--- config.mk ---
export PLATFORM = sky130hd
export DESIGN_NAME = fft_result_unloader
export DESIGN_NICKNAME = d
export VERILOG_FILES = /design/src/rtl/fft_pkg.sv /design/src/rtl/fft_unload_fifo.sv /design/src/rtl/fft_result_unloader.sv
export SDC_FILE = /design/constraint.sdc
export NUM_CORES = 1
export LEC_CHECK = 0
export BUFFER_PORTS_ARGS = -buffer_cell sky130_fd_sc_hd__buf_4
export CAP_MARGIN = 20
export CELL_PAD_IN_SITES_DETAIL_PLACEMENT = 1
export CELL_PAD_IN_SITES_GLOBAL_PLACEMENT = 2
export CORE_ASPECT_RATIO = 0.5
export CORE_MARGIN = 2
export CORE_UTILIZATION = 41
export DETAILED_ROUTE_END_ITERATION = 10
export MAX_ROUTING_LAYER = met4
export PLACE_DENSITY_LB_ADDON = 0.2
export SETUP_SLACK_MARGIN = 0.2
export SLEW_MARGIN = 15
export SYNTH_ARGS = -nofsm -noshare
export SYNTH_HDL_FRONTEND = slang
export SYNTH_HIERARCHICAL = 1
export SYNTH_SLANG_ARGS = --single-unit
--- constraint.sdc ---
create_clock -name clk -period 8.97 [get_ports clk]
set_input_delay 1.794 -clock clk [delete_from_list [all_inputs] [get_ports clk]]
set_output_delay 1.794 -clock clk [all_outputs]
set_load 0.05 [all_outputs]
--- src/rtl/fft_pkg.sv ---
// fft_pkg: FFT result geometry, unloader state encoding and a bin-order helper.
package fft_pkg;
    localparam int FFT_N      = 32;
    localparam int FFT_ADDR_W = 5;
    localparam int FFT_DATA_W = 64;

    typedef enum logic [1:0] {IDLE, READ, DRAIN} unload_state_t;

    function automatic logic [FFT_ADDR_W-1:0] bit_reverse(input logic [FFT_ADDR_W-1:0] a);
        logic [FFT_ADDR_W-1:0] r;
        for (int i = 0; i < FFT_ADDR_W; i++) r[i] = a[FFT_ADDR_W-1-i];
        return r;
    endfunction
endpackage

--- src/rtl/fft_unload_fifo.sv ---
// fft_unload_fifo: first-word-fall-through FIFO with occupancy count and synchronous flush.
module fft_unload_fifo #(
    parameter int W     = 8,
    parameter int DEPTH = 4
) (
    input  logic                         clk,
    input  logic                         rst,
    input  logic                         flush,
    input  logic                         push,
    input  logic [W-1:0]                 push_data,
    input  logic                         pop,
    output logic [W-1:0]                 pop_data,
    output logic                         empty,
    output logic [$clog2(DEPTH+1)-1:0]   count
);
    localparam int AW = DEPTH > 1 ? $clog2(DEPTH) : 1;
    localparam int CW = $clog2(DEPTH + 1);

    logic [W-1:0]  mem [DEPTH];
    logic [AW-1:0] wr_ptr, rd_ptr;
    logic          do_pop;

    function automatic logic [AW-1:0] nxt(input logic [AW-1:0] p);
        return p == AW'(DEPTH - 1) ? '0 : p + 1'b1;
    endfunction

    assign empty    = count == '0;
    assign do_pop   = pop && !empty;
    assign pop_data = mem[rd_ptr];

    always_ff @(posedge clk or posedge rst) begin
        if (rst) begin
            wr_ptr <= '0;
            rd_ptr <= '0;
            count  <= '0;
            for (int i = 0; i < DEPTH; i++) mem[i] <= '0;
        end else if (flush) begin
            wr_ptr <= '0;
            rd_ptr <= '0;
            count  <= '0;
        end else begin
            if (push) begin
                mem[wr_ptr] <= push_data;
                wr_ptr      <= nxt(wr_ptr);
            end
            if (do_pop) rd_ptr <= nxt(rd_ptr);
            count <= count + CW'(push) - CW'(do_pop);
        end
    end
endmodule

--- src/rtl/fft_result_unloader.sv ---
// fft_result_unloader: on a rising fft_done walks the FFT result memory and streams
// {re, im} bins in natural order over valid/ready through a credit-sized skid FIFO.
module fft_result_unloader
    import fft_pkg::*;
#(
    parameter int N      = FFT_N,
    parameter int ADDR_W = FFT_ADDR_W,
    parameter int DATA_W = FFT_DATA_W,
    parameter int RD_LAT = 1,
    parameter int BITREV = 1
) (
    input  logic              clk,
    input  logic              rst,
    input  logic              fft_done,
    output logic [ADDR_W-1:0] mem_address,
    input  logic [DATA_W-1:0] mem_data,
    output logic              out_valid,
    input  logic              out_ready,
    output logic [DATA_W-1:0] out_data,
    output logic [ADDR_W-1:0] out_index,
    output logic              out_last,
    output logic              busy,
    output logic              frame_done,
    output logic              abort
);
    localparam int DEPTH = RD_LAT + 2;
    localparam int CW    = $clog2(DEPTH + 1);

    unload_state_t            state, state_nxt;
    logic                     fft_done_q, armed, start, abort_c, rd_en, pop, last_pop, fifo_empty;
    logic [ADDR_W-1:0]        k, map_k, addr_q;
    logic [RD_LAT-1:0]        pipe_v;
    logic [ADDR_W-1:0]        pipe_k [RD_LAT];
    logic [CW-1:0]            fifo_count;
    logic [DATA_W+ADDR_W-1:0] fifo_q;

    always_comb begin
        map_k = k;
        if (BITREV != 0)
            for (int i = 0; i < ADDR_W; i++) map_k[i] = k[ADDR_W-1-i];
    end

    // A read only issues when every outstanding bin is guaranteed a FIFO slot.
    always_comb begin
        start     = state == IDLE && fft_done && !fft_done_q && armed;
        abort_c   = state != IDLE && !fft_done;
        rd_en     = state == READ && fft_done && int'(fifo_count) + $countones(pipe_v) < DEPTH;
        pop       = out_valid && out_ready;
        last_pop  = pop && out_last;
        state_nxt = state;
        if (abort_c)
            state_nxt = IDLE;
        else if (start)
            state_nxt = READ;
        else if (rd_en && k == ADDR_W'(N - 1))
            state_nxt = DRAIN;
        else if (state == DRAIN && last_pop)
            state_nxt = IDLE;
    end

    // armed blocks a frame from an fft_done level that was already high out of reset.
    always_ff @(posedge clk or posedge rst) begin
        if (rst) begin
            state      <= IDLE;
            fft_done_q <= 1'b0;
            armed      <= 1'b0;
            k          <= '0;
            addr_q     <= '0;
            frame_done <= 1'b0;
            abort      <= 1'b0;
        end else begin
            state      <= state_nxt;
            fft_done_q <= fft_done;
            armed      <= armed || !fft_done;
            k          <= start ? '0 : rd_en ? k + 1'b1 : k;
            addr_q     <= rd_en ? map_k : addr_q;
            frame_done <= !abort_c && state == DRAIN && last_pop;
            abort      <= abort_c;
        end
    end

    always_ff @(posedge clk or posedge rst) begin
        if (rst) begin
            pipe_v <= '0;
            for (int i = 0; i < RD_LAT; i++) pipe_k[i] <= '0;
        end else begin
            pipe_v    <= abort_c ? '0 : RD_LAT'({pipe_v, rd_en});
            pipe_k[0] <= k;
            for (int i = 1; i < RD_LAT; i++) pipe_k[i] <= pipe_k[i-1];
        end
    end

    fft_unload_fifo #(.W(DATA_W + ADDR_W), .DEPTH(DEPTH)) u_fifo (
        .clk       (clk),
        .rst       (rst),
        .flush     (abort_c),
        .push      (pipe_v[RD_LAT-1]),
        .push_data ({mem_data, pipe_k[RD_LAT-1]}),
        .pop       (pop),
        .pop_data  (fifo_q),
        .empty     (fifo_empty),
        .count     (fifo_count)
    );

    assign mem_address = rd_en ? map_k : addr_q;
    assign out_valid   = !fifo_empty;
    assign out_data    = fifo_q[DATA_W+ADDR_W-1:ADDR_W];
    assign out_index   = fifo_q[ADDR_W-1:0];
    assign out_last    = out_valid && out_index == ADDR_W'(N - 1);
    assign busy        = state != IDLE;
endmodule

=== Word-level counts from Yosys, hierarchy flattened ===
Cells that the tools add are included.

* Output and inout bits: 79
* Register bits: 235
* Memories: 0
* Bits in writable memories: 0
* Bits in read-only memories: 0
* Latch bits: 0
* Word-level logic and storage cells: 83
* Input bits: 68

* $lt $le $gt $ge: 4
* Shift-type cells: 0
* Eq/ne operators: 6
* $mul: 0
* Reductions and logical operators: 28
* Add/sub/neg operators: 6
* Muxes and demuxes: 21
* Divide/modulo/power cells: 0
* Bitwise logic cells: 3

{| class="wikitable"
|+ Operators with widths
! cell !! count
|-
| $bwmux 207 || 1
|-
| $mux 69 || 3
|-
| $bmux 69 s2 || 1
|-
| $demux 69 s2 || 1
|-
| $mux 2 || 11
|-
| $logic_and 1x1->1 || 15
|-
| $mux 5 || 3
|-
| $eq 5x5->1 const B || 2
|-
| $reduce_bool 2->1 || 4
|-
| $eq 2x2->1 const B || 3
|-
| $ge 3x3->1 const B || 2
|-
| $not 2->3 || 2
|-
| $add 5x1->5 const B || 1
|-
| $add 2x1->2 const B || 2
|-
| $logic_not 1->1 || 4
|-
| $logic_not 2->1 || 2
|-
| $reduce_bool 4->1 || 1
|-
| $add 2x1->3 || 1
|-
| $lt 3x1->1 const B || 1
|-
| $lt 3x2->1 const B || 1
|-
| $add 2x1->2 || 1
|-
| $eq 2x1->1 const B || 1
|-
| $reduce_and 2->1 || 1
|-
| $sub 2x1->2 || 1
|-
| other kinds (3) || 3
|}

=== Logic depth before layout (Yosys ltp) ===
Gate-level depths: netlist (run 1).

* Depth after elaboration: 12
* Gate-level depth with buffers: 8

=== By module ===
The synthesis (run 1) kept the hierarchy.

{| class="wikitable"
|+ Modules (own cells, without submodules)
! module !! times used !! cells an instance !! sequential area each (µm²) !! area each (µm²)
|-
| fft_unload_fifo || 1 || 632 || 5330.1 || 9431.5
|-
| fft_result_unloader || 1 || 70 || 550.5 || 954.7
|}

=== Least setup slack after synthesis (run 1) ===
OpenSTA, ideal clock, no wires.

* Path type: register to output
* Start: reg u_fifo.rd_ptr[1]
* End: out out_last
* Arrival time: 3.058 ns
* Stages on the path, launching flop included: 7
* Buffers on the path: 2
* Setup slack: 4.118 ns
* Cells stage by stage: dfrtp_1 -> buf_2 -> buf_2 -> mux2i_1 -> o2bb2ai_1 -> nand4_1 -> nor3b_1

* Word-level cells in the longest chain between the ends: 6

{| class="wikitable"
|+ Ends and longest elaborated chain
! what !! RTL line !! source
|-
| start: declaration || fft_unload_fifo.sv:20 || <nowiki>logic [AW-1:0] wr_ptr, rd_ptr;</nowiki>
|-
| start signal: assignment || fft_unload_fifo.sv:46 || <nowiki>if (do_pop) rd_ptr <= nxt(rd_ptr);</nowiki>
|-
| $not 2->3 (not written as such) || fft_unload_fifo.sv:29 || <nowiki>assign pop_data = mem[rd_ptr];</nowiki>
|-
| $bmux 69 s2 || fft_unload_fifo.sv:29 ||
|-
| $mux 69 (not written as such) (2 in series) || fft_unload_fifo.sv:29 ||
|-
| named net out_index[4] || fft_result_unloader.sv:20 || <nowiki>output logic [ADDR_W-1:0] out_index,</nowiki>
|-
| $eq 5x5->1 || fft_result_unloader.sv:109 || <nowiki>assign out_last = out_valid && out_index == ADDR_W'(N - 1);</nowiki>
|-
| $logic_and 1x1->1 || fft_result_unloader.sv:109 ||
|-
| end: declaration || fft_result_unloader.sv:21 || <nowiki>output logic out_last,</nowiki>
|}

The timed path passes the listed nets, and every way through them passes these cells. The select of a mux whose other input is x is not followed.

=== Final worst setup path (run 1) ===
* Start: reg u_fifo.rd_ptr[1]
* End: out out_last

* Word-level cells in the longest chain between the ends: 6

{| class="wikitable"
|+ Ends and longest elaborated chain
! what !! RTL line
|-
| $not 2->3 (not written as such) || fft_unload_fifo.sv:29
|-
| $bmux 69 s2 || fft_unload_fifo.sv:29
|-
| $mux 69 (not written as such) (2 in series) || fft_unload_fifo.sv:29
|-
| $eq 5x5->1 || fft_result_unloader.sv:109
|-
| $logic_and 1x1->1 || fft_result_unloader.sv:109
|}

No other way between the ends. The select of a mux whose other input is x is not followed.

==> results of run 1 <==
layer usage:
layer | wire length (um) | share of wire (%) | vias to the layer above
li1 | - | - | 2857
met4 | 427 | 1.7 | 0
met2 | 12130 | 50 | 66
met1 | 11310 | 46 | 3287
met5 | 0 | 0 | -
met3 | 629 | 2.6 | 34
logic make-up after synthesis:
logic type,Yosys count,synth area share (%)
AOI/OAI and AO/OA,82,6.674
xor gates and xnor gates,1,0.2168
adders and majority gates,6,0.7228
buffers and inverters,55,2.747
DFF,235,56.62
muxes,285,30.21
and+or+nand+nor,38,2.807
layout by cell type, fill, tap and decap left out, drive strengths merged, types with 3 or more instances in the layout:
cell type / instances
dfrtp: 235
mux2: 213
buf: 156
mux2i: 72
o2bb2ai: 69
clkbuf: 30
clkinv: 8
inv: 7
ha: 6
nor2b: 4
nor2: 4
nand3: 3
a21oi: 3
nand2b: 3
nand2: 3
o21ai: 3
nor4bb: 3
worst max-delay path: cells and delay by family (launching register included):
kind	cells	cell delay, ns
buf+inv	2	0.66
compound gates	1	0.19
simple gates	3	1.18
flops	1	0.72
how the worst min path moves through the flow:
stage	to	from	slack (ns)
2_1_floorplan	pipe_k[4]	k[4]	0.40
3_3_place_gp	pipe_k[4]	k[4]	0.45
3_5_place_dp	pipe_k[4]	k[4]	0.45
4_1_cts	pipe_k[4]	k[4]	0.46
5_1_grt	pipe_k[4]	k[4]	0.48
6_report	pipe_k[4]	k[4]	0.47
registers in the layout, indices dropped and copies added, names as in the netlist, 2 cells and up:
| signal | cells |
|---|---|
| pipe_k | 5 |
| k | 5 |
| u_fifo/wr_ptr | 2 |
| u_fifo/count | 2 |
| u_fifo/rd_ptr | 2 |
| u_fifo/mem | 207 |
| addr_q | 5 |
| state | 2 |
power breakdown:
part	total, mW	switching [mW]	internal, mW	leakage (nW)
combinational	2.48	1.55	0.932	2.24
sequential	1.74	0.259	1.48	2.97
clock	0.983	0.408	0.575	0.387
total	5.21	2.22	2.99	5.60
per-stage QoR:
stage	setup WS (ns)	instances	area (um2)	utilization, %	hold slack [ns]
6_report	3.896	1194	12540	50.10	0.4693
4_1_cts	3.833	1194	12540	50.10	0.4636
2_1_floorplan	1.353	702	10390	-	0.4005
5_1_grt	3.727	1194	12540	50.10	0.4828
3_5_place_dp	4.355	1154	11780	47.05	0.4454
3_3_place_gp	4.382	1154	11780	47.05	0.4521
cell type report:
cell class	count	area [um2]	share of cell area, %
clock buffer	30	661.9	5.278
clock inverter	10	100.1	0.7982
inverter	7	33.78	0.2694
multi-input combinational	412	4258	33.95
sequential	235	5886	46.93
tap	344	430.4	3.432
timing repair buffer	156	1171	9.338
==> results.md, run 1 <==
* Status: finished, final reports clean
* Post-Syn Area at 10390 um2
* Final max-slew violation count at 0
* Crit path from: u_fifo/rd_ptr[1]
* Peak VDD IR at approximately 0.00016 V
* Share of cells above drive strength 1 at roughly 48%
* Full die area at 26700 um2
* Via count at between 6000 and 7000
* CP Class: reg -> out
* Leak Pwr at approximately 5.6 nW
* Rel. slew slack at about a third
* Post-CTS setup buffer count at 0
* FMAX at slightly below 200 MHz
* Slowest CP cell: dfrtp_4
* Max_cap viols at 0
* Routed Antenna Nets at 0
* Initial DRT Pass Iterations at 4
* Port bufs at approximately 150
* Ports at roughly 150
* Die X at 229.1 um
* Cells after Synth at ~700
* Syn avg cell area at between 10 and 15 um2
* Synth Flop Type: dfrtp_1
* Final Cycle Share at roughly 57%
* Crit-path max cell delay at roughly 0.72 ns
* GRT Util Overall at roughly a fifth
* Die Ht at between 100 and 150 um
* GRT Max-Usage Layer: met2
* Minimum clock period at between 5 and 6 ns
* Worst Path Max Fanout at 32
* Crit end category: primary output
* Starting density of the core at about two fifths
* Final setup viols at 0
* CTS tree: yes
* Reg clk slew, reported paths at ~0.06 ns
* RSZ-0062 raised after global routing: false
* Pin count of the biggest net entering global routing at 138
* Nets at 909
* Synth warn at 6
* Max Buffers Root-to-Sink at 3
* Rows at 41
* Initial antenna violation count at 0
* Count leader, synth: dfrtp_1
* Clock latency at the later pin of the worst-skew pair at ~0.5 ns
* GR Util met3 at about 3.2%
* R2R cell count at 5
* Tightest Pin Transition at roughly 1.0 ns
* Endpoints failing hold at 0
* CTS buffer count at 23
* Met1 capacity usage during global routing at around a quarter
* Starting DRC count in detailed routing at around 270
* Flop2flop setup slack at ~5.8 ns
* Core Box Area at approximately 25000 um2
* GRT overflow at 0
* Synth top area share at a little under three fifths
* Worst endpoint required time at 7.18 ns
* Min-delay worst type: reg -> reg
* Vias in the first global route at 6927
* Top post-synthesis cells by area: dfrtp_1 (57%), mux2_2 (21%), mux2i_1 (6.9%)
* WL final at between 20000 and 25000 um
* Async set-or-reset flop fraction in the synthesized netlist at 100.0%
* Tot Pwr at ~5.2 mW
* CP arrival at ~3.3 ns
* Final setup TNS at 0 ns
* End of the critical path: out_last
* Diode count at 0
* Met2 Usage GRT at between 30% and 40%
* Vias per cell at 5.229
* CP most frequent cell: buf_4
* Routed len/inst at about 21 um
* Worst Clk Skew at a little over 0.008 ns
* Top cells by count, synth: dfrtp_1 (235), mux2_2 (197), mux2i_1 (72)
* CP Launch Type: flip-flop
* #FFs+latches synth at 235
* Hold-fix buffer count after cts at 0
* Distinct cells, synth at 48
* Worst R2R End: u_fifo/mem[163]
* Syn Nets at just under 800
* Post-cts gate resize count at 0
* Post-synth EDFFs at 0
* Fillers at 2517
* H-tree levels at 1
* First-pass GRT wire length at 38990 um
* Hold Path Depth at 0
* Pwr Density at ~420 nW/um2
* HPWL after detailed placement at 14910 um
* GPL Wtd Cong at 0.7787
* Cell taking the most area after synthesis: dfrtp_1
* Syn-to-layout area delta at 20.74%
* Seq/Total Area, Yosys at between 50% and 60%
* Root buffer cell: clkbuf_16
* Sinks on Clock Net at 235
* DRC at 0
* Worst R2R Start: state[0]
* Crit path cell chain: nor2b_4 > buf_4 > o2bb2ai_1 > nand4_1 > nor3b_1 > buf_4
No activity file was read; power rests on OpenSTA's default activity.
==> run 2: changes to the inputs <==
- clock period: 8.97 -> 4.76 ns (I/O delays scaled with it)
==> run 2 against run 1 <==
Compared with the run above: sequential power grew 91%; critical endpoint unchanged; register-to-register slack lost 3.6 ns; critical path depth shrank 1; cell area shrank 0.16%; die area is the same; core utilization shrank 0.080 points.
==> results.md, run 2 (synthesized netlist as in run 1, its figures left out) <==
* Peak VDD IR at 0.0004002 V (+160%)
* Diode count at 0 (unchanged)
* Full die area at 26700 um2 (unchanged)
* Worst Path Max Fanout at 27 (-16%)
* Final max-slew violation count at 0 (unchanged)
* Routed Antenna Nets at 0 (unchanged)
* Most frequent cells in the layout: dfrtp_1 (233), mux2_2 (197), buf_4 (156)
* FMAX at 257.5 MHz
* CTS buffer count at 23 (unchanged)
* Pin count of the biggest net entering global routing at 98 (-29%)
* Flop2flop setup slack at 2.14 ns (-3.64 ns)
* RSZ-0062 raised after global routing: false
* Fillers at 2522 (+0.20%)
* Initial antenna violation count at 0 (unchanged)
* Initial DRT Pass Iterations at 4 (unchanged)
* First-pass GRT wire length at 39560 um (+1.5%)
* Root buffer cell: clkbuf_16
* Worst endpoint required time at 3.81 ns (-3.37 ns)
* Flip-flop count of the largest register after layout at 207 (unchanged)
* H-tree levels at 1 (unchanged)
* GRT overflow at 0 (unchanged)
* Worst Slack Setup Final at 0.8766 ns (-3.020 ns)
* Core Box Area at 25030 um2 (unchanged)
* Ports at 147 (unchanged)
* Pwr Density at 773.6 nW/um2 (+86%)
* GRT Util Overall at 19.28% (+0.064 points)
* Dpl ws at 1.383 ns (-2.972 ns)
* Die Ht at 116.5 um (unchanged)
* WL final at 24140 um (-1.5%)
* Syn-to-layout area delta at 20.55%
* DRC at 0 (unchanged)
* GPL Wtd Cong at 0.7382 (-5.2%)
* Status: finished, final reports clean
* CP Launch Type: flip-flop
* Reg clk slew, reported paths at 0.06 ns (about the same)
* Sinks on Clock Net at 235 (unchanged)
* Minimum clock period at 3.883 ns
* Max_cap viols at 0 (unchanged)
* Min-delay worst type: reg -> reg
* Via count at 6246 (+0.032%)
* Endpoints failing hold at 0 (unchanged)
* Post-cts gate resize count at 0 (unchanged)
* Starting density of the core at 41.49% (unchanged)
* Port bufs at 146 (unchanged)
* CP arrival at 2.93 ns (-0.35 ns)
* CP Class: reg -> out
* Vias in the first global route at 7088 (+2.3%)
* Max Buffers Root-to-Sink at 3 (unchanged)
* Rel. slew slack at 39.81% (+7.5 points)
* Routed len/inst at 20.22 um (-1.5%)
* Vias per cell at 5.231 (about the same)
* Final setup viols at 0 (unchanged)
* Hold-fix buffer count after cts at 0 (unchanged)
* Clock latency at the later pin of the worst-skew pair at 0.51 ns (about the same)
* Nets at 911 (+0.22%)
* Share of cells above drive strength 1 at 48.47% (unchanged)
* Worst Clk Skew at 0.01245 ns (+0.004192 ns)
* Post-CTS setup buffer count at 0 (unchanged)
* Die X at 229.1 um (unchanged)
* Biggest register: u_fifo/mem
* Crit end category: primary output
* Final setup TNS at 0 ns (unchanged)
* Starting DRC count in detailed routing at 257 (-4.1%)
* Fin util at 50.02% (-0.080 points)
* Tightest Pin Transition at 0.9028 ns (-0.1119 ns)
* Leak Pwr at 5.588 nW (-0.28%)
* Most common cell after layout, fill and taps aside: dfrtp_1
* Rows at 41 (unchanged)
* Final Cycle Share at between 80% and 90%
* HPWL after detailed placement at 15040 um (+0.84%)
* CTS tree: yes
## run 2: worst paths after layout
| path | to | start | cells past startpoint |
|---|---|---|---|
| max | out_last | u_fifo/rd_ptr[0] | 5 |
| min | pipe_k[4] | k[4] | 0 |
| max reg2reg | u_fifo/mem[94] | state[0] | 5 |
| min reg2reg | pipe_k[4] | k[4] | 0 |
| max in group asynchronous | u_fifo/mem[143] | rst | 3 |
| min in group asynchronous | u_fifo/count[0] | rst | 2 |
## run 2: per-layer routing
layer  track usage, %  part of all wire, %  vias up
li1                 -                    -     2854
met1            25.28                   47     3302
met2            32.46                   50       67
met3            3.174                  2.4       23
met4            3.074                  1.2        0
met5                -                    0        -
## run 2: worst max-delay path: stages, from the launching register on
cell       delay [ns]
dfrtp_2          0.75
nor2b_4          0.78
o2bb2ai_1        0.21
nand4_1          0.17
nor3b_1          0.25
buf_4            0.23
## run 2: where the power goes
group          total, mW  leakage (nW)  internal [mW]  switching, mW
Combinational       4.64          2.25           1.77           2.87
Sequential          3.32          2.97           2.79          0.526
Clock               1.73         0.360          0.974          0.755
## run 2: per-stage QoR
stage	area (um2)	instances	power, mW	hold slack [ns]
2_1_floorplan	10390	702	6.642	0.4005
3_3_place_gp	11820	1156	7.937	0.4391
3_5_place_dp	11820	1156	8.059	0.4440
4_1_cts	12520	1194	9.844	0.4701
5_1_grt	12520	1194	10.26	0.4931
6_report	12520	1194	9.686	0.4763
## run 2: layout make-up
| cell class | instances | area (um2) | share of cell area (%) |
|---|---|---|---|
| Clock inverter | 8 | 43.79 | 0.3498 |
| Timing Repair Buffer | 158 | 1211 | 9.673 |
| Multi-Input combinational cell | 412 | 4258 | 34.01 |
| Sequential cell | 235 | 5886 | 47.01 |
| Inverter | 7 | 30.03 | 0.2398 |
| Tap cell | 344 | 430.4 | 3.438 |
| Clock buffer | 30 | 661.9 | 5.286 |
==> run 3: changes to the inputs <==
- ABC_AREA: unset -> 1
- CORE_UTILIZATION: 41 -> 31
- clock period: 4.76 -> 3.35 ns (I/O delays scaled with it)
==> run 3 against run 2 <==
Compared with the run above: global-route usage shrank 2.1 points; non-clock buffer count up 7; clock power rose by 58%; setup slack lost 0.47 ns; cell area shrank 1.1%; sequential power increased by 35%; total power grew 32%; first-iteration DRC count grew 43%; critical endpoint unchanged; largest power group unchanged.
==> results.md, run 3 <==
* Full die area at 34090 um2 (+28%)
* Worst endpoint required time at 2.68 ns (-1.13 ns)
* Cell taking the most area after synthesis: dfrtp_1
* Cells after Synth at 1176 (+68%)
* Rel. slew slack at 44.96% (+5.1 points)
* CP Class: reg -> out
* Vias in the first global route at 8849 (+25%)
* Post-CTS setup buffer count at 0 (unchanged)
* Crit path cell chain: nor2_4 > buf_4 > nand2_1 > nand3_1 > nand2_1 > nor4_2 > buf_4
* Initial DRT Pass Iterations at 4 (unchanged)
* Starting density of the core at 31.69% (-9.8 points)
* GRT Util Overall at 17.21% (-2.1 points)
* Int Pwr at 7.168 mW (+30%)
* WL final at 27910 um (+16%)
* Ports at 147 (unchanged)
* Endpoints failing hold at 0 (unchanged)
* FMAX at about 340 MHz
* Min-delay worst type: in -> async
* Leak Pwr at 6.271 nW (+12%)
* NetSw at 5.591 mW (+35%)
* Synth warn at 6 (unchanged)
* Port bufs at 146 (unchanged)
* Distinct cells, synth at 25 (-48%)
* Async set-or-reset flop fraction in the synthesized netlist at 100.0% (unchanged)
* Sinks on Clock Net at 235 (unchanged)
* Biggest register: u_fifo/mem
* Worst Path Max Fanout at 15 (-44%)
* Pin count of the biggest net entering global routing at 145 (+48%)
* CP arrival at 2.28 ns (-0.65 ns)
* Most frequent cells in the layout: nand2_1 (443), dfrtp_1 (235), buf_4 (158)
* DRC at 0 (unchanged)
* Final max-slew violation count at 0 (unchanged)
* Post-Syn Area at 10090 um2 (-2.9%)
* Logic gate share of total power at 43.5% (-4.4 points)
* Crit path buf inv count at 2 (+1)
* Diode count at 0 (unchanged)
* Peak VDD IR at 0.0003304 V (-17%)
* Seq pwr share at 35.1% (+0.8 points)
* Seq. cell area at 5881 um2 (about the same)
* Vias per cell at 4.621 (-12%)
* Routed len/inst at 15.97 um (-21%)
* Tot Pwr at 12.76 mW (+32%)
* Top cells by count, synth: nand2_1 (443), dfrtp_1 (235), o21ai_1 (121)
* HPWL after detailed placement at 17410 um (+16%)
* Status: finished, final reports clean
* RSZ-0062 raised after global routing: false
* Reg clk slew, reported paths at 0.07 ns (about the same)
* Largest delay contributor family on the critical path: simple AND/OR/NAND/NOR gates
* CTS tree: yes
* Pwr Density at 1031 nW/um2 (+33%)
* Max_cap viols at 0 (unchanged)
* Synth Flop Type: dfrtp_1
* Post-synth EDFFs at 0 (unchanged)
* GPL Wtd Cong at 0.7705 (+4.4%)
* Crit end category: primary output
* Most common cell after layout, fill and taps aside: nand2_1
* Syn avg cell area at 8.578 um2 (-42%)
* Crit-path max cell delay at 0.46 ns (-0.32 ns)
* Root buffer cell: clkbuf_16
* Top post-synthesis cells by area: dfrtp_1 (58%), nand2_1 (16%), o21ai_1 (6.0%)
* Rows at 46 (+12%)
* Die Ht at 131.6 um (+13%)
* Net switching fraction of the power at 43.82% (+0.94 points)
* Routed Antenna Nets at 0 (unchanged)
* Seq/Total Area, Yosys at 58.30% (+1.7 points)
* Share of cells above drive strength 1 at 17.33% (-31 points)
* Worst hold slack at 0.07434 ns (-0.4020 ns)
* Fillers at 3765 (+49%)
* Core Box Area at 31830 um2 (+27%)
* Die X at 259.1 um (+13%)
* Hold-fix buffer count after cts at 0 (unchanged)
* Tightest Pin Transition at 0.8247 ns (-0.07810 ns)
* H-tree levels at 1 (unchanged)
* CP Launch Type: flip-flop
* Flip-flop count of the largest register after layout at 207 (unchanged)
* Clk pwr share at 21.4% (+3.6 points)
* Initial antenna violation count at 0 (unchanged)
* Post-cts gate resize count at 0 (unchanged)
* Syn-to-layout area delta at 22.71%
* CTS buffer count at 23 (unchanged)
* Clock latency at the later pin of the worst-skew pair at 0.53 ns (+0.02 ns)
* First-pass GRT wire length at 46400 um (+17%)
* Synth top area share at 58.30% (+1.7 points)
* Worst Clk Skew at 0.02999 ns (+0.01754 ns)
* Minimum clock period at roughly 2.9 ns
* Slowest CP cell: dfrtp_1
* Max Buffers Root-to-Sink at 3 (unchanged)
* Nets at 1373 (+51%)
* Syn Nets at 1250 (+61%)
* Final Cycle Share at 87.99%
* Starting DRC count in detailed routing at 367 (+43%)
* Via count at 8078 (+29%)
* Count leader, synth: nand2_1
* Final setup viols at 0 (unchanged)
* #FFs+latches synth at 235 (unchanged)
* GRT overflow at 0 (unchanged)
* Area of the multi-input gates at 3466 um2 (-19%)
run 3: final timing paths:
kind | startpoint | to | slack [ns] | cells past startpoint
max | u_fifo/rd_ptr[0] | out_last | 0.40 | 7
min | rst | u_fifo/mem[73] | 0.07 | 2
max reg2reg | state[1] | u_fifo/mem[28] | 1.01 | 9
min reg2reg | k[4] | pipe_k[4] | 0.41 | 0
max in group asynchronous | rst | u_fifo/mem[103] | 2.20 | 3
min in group clk | fft_done | fft_done_q | 0.27 | 1
run 3: power groups by stage:
stage	Clock [mW]	Combinational, mW	Sequential [mW]
2_1_floorplan	0	3.95	4.37
3_3_place_gp	0	5.50	4.49
3_5_place_dp	0	5.62	4.53
4_1_cts	2.83	5.63	4.49
5_1_grt	2.96	6.06	4.63
6_report	2.73	5.55	4.48
run 3: logic make-up after synthesis:
family	synth area share (%)
AOI/OAI and AO/OA	11.15
xor gates and xnor gates	0.08684
adders and majority gates	0.7442
buffers and inverters	7.728
DFF	58.30
and+or+nand+nor	21.99
run 3: layout make-up:
class | instances | area share [%]
Tap cell | 432 | 4.367
Timing Repair Buffer | 165 | 10.71
Multi-Input combinational cell | 778 | 28.00
Inverter | 96 | 2.982
Clock buffer | 32 | 5.489
Clock inverter | 10 | 0.9401
Sequential cell | 235 | 47.51
run 3: per-layer routing:
metal | wire (um) | vias to the layer above | global-route usage [%]
li1 | - | 3979 | -
met1 | 12990 | 3982 | 21.77
met2 | 13750 | 78 | 29.03
met3 | 612 | 39 | 2.643
met4 | 556 | 0 | 4.014
met5 | 0 | - | -
run 3: through the flow:
step	TNS [ns]	setup WS (ns)	area (um2)	util [%]	instances
2_1_floorplan	-19.21	-0.09017	10100	-	1176
3_3_place_gp	0	0.8840	11530	36.23	1699
3_5_place_dp	0	0.8328	11530	36.23	1699
4_1_cts	0	0.2347	12330	38.73	1741
5_1_grt	0	0.2314	12380	38.89	1748
6_report	0	0.4024	12380	38.89	1748
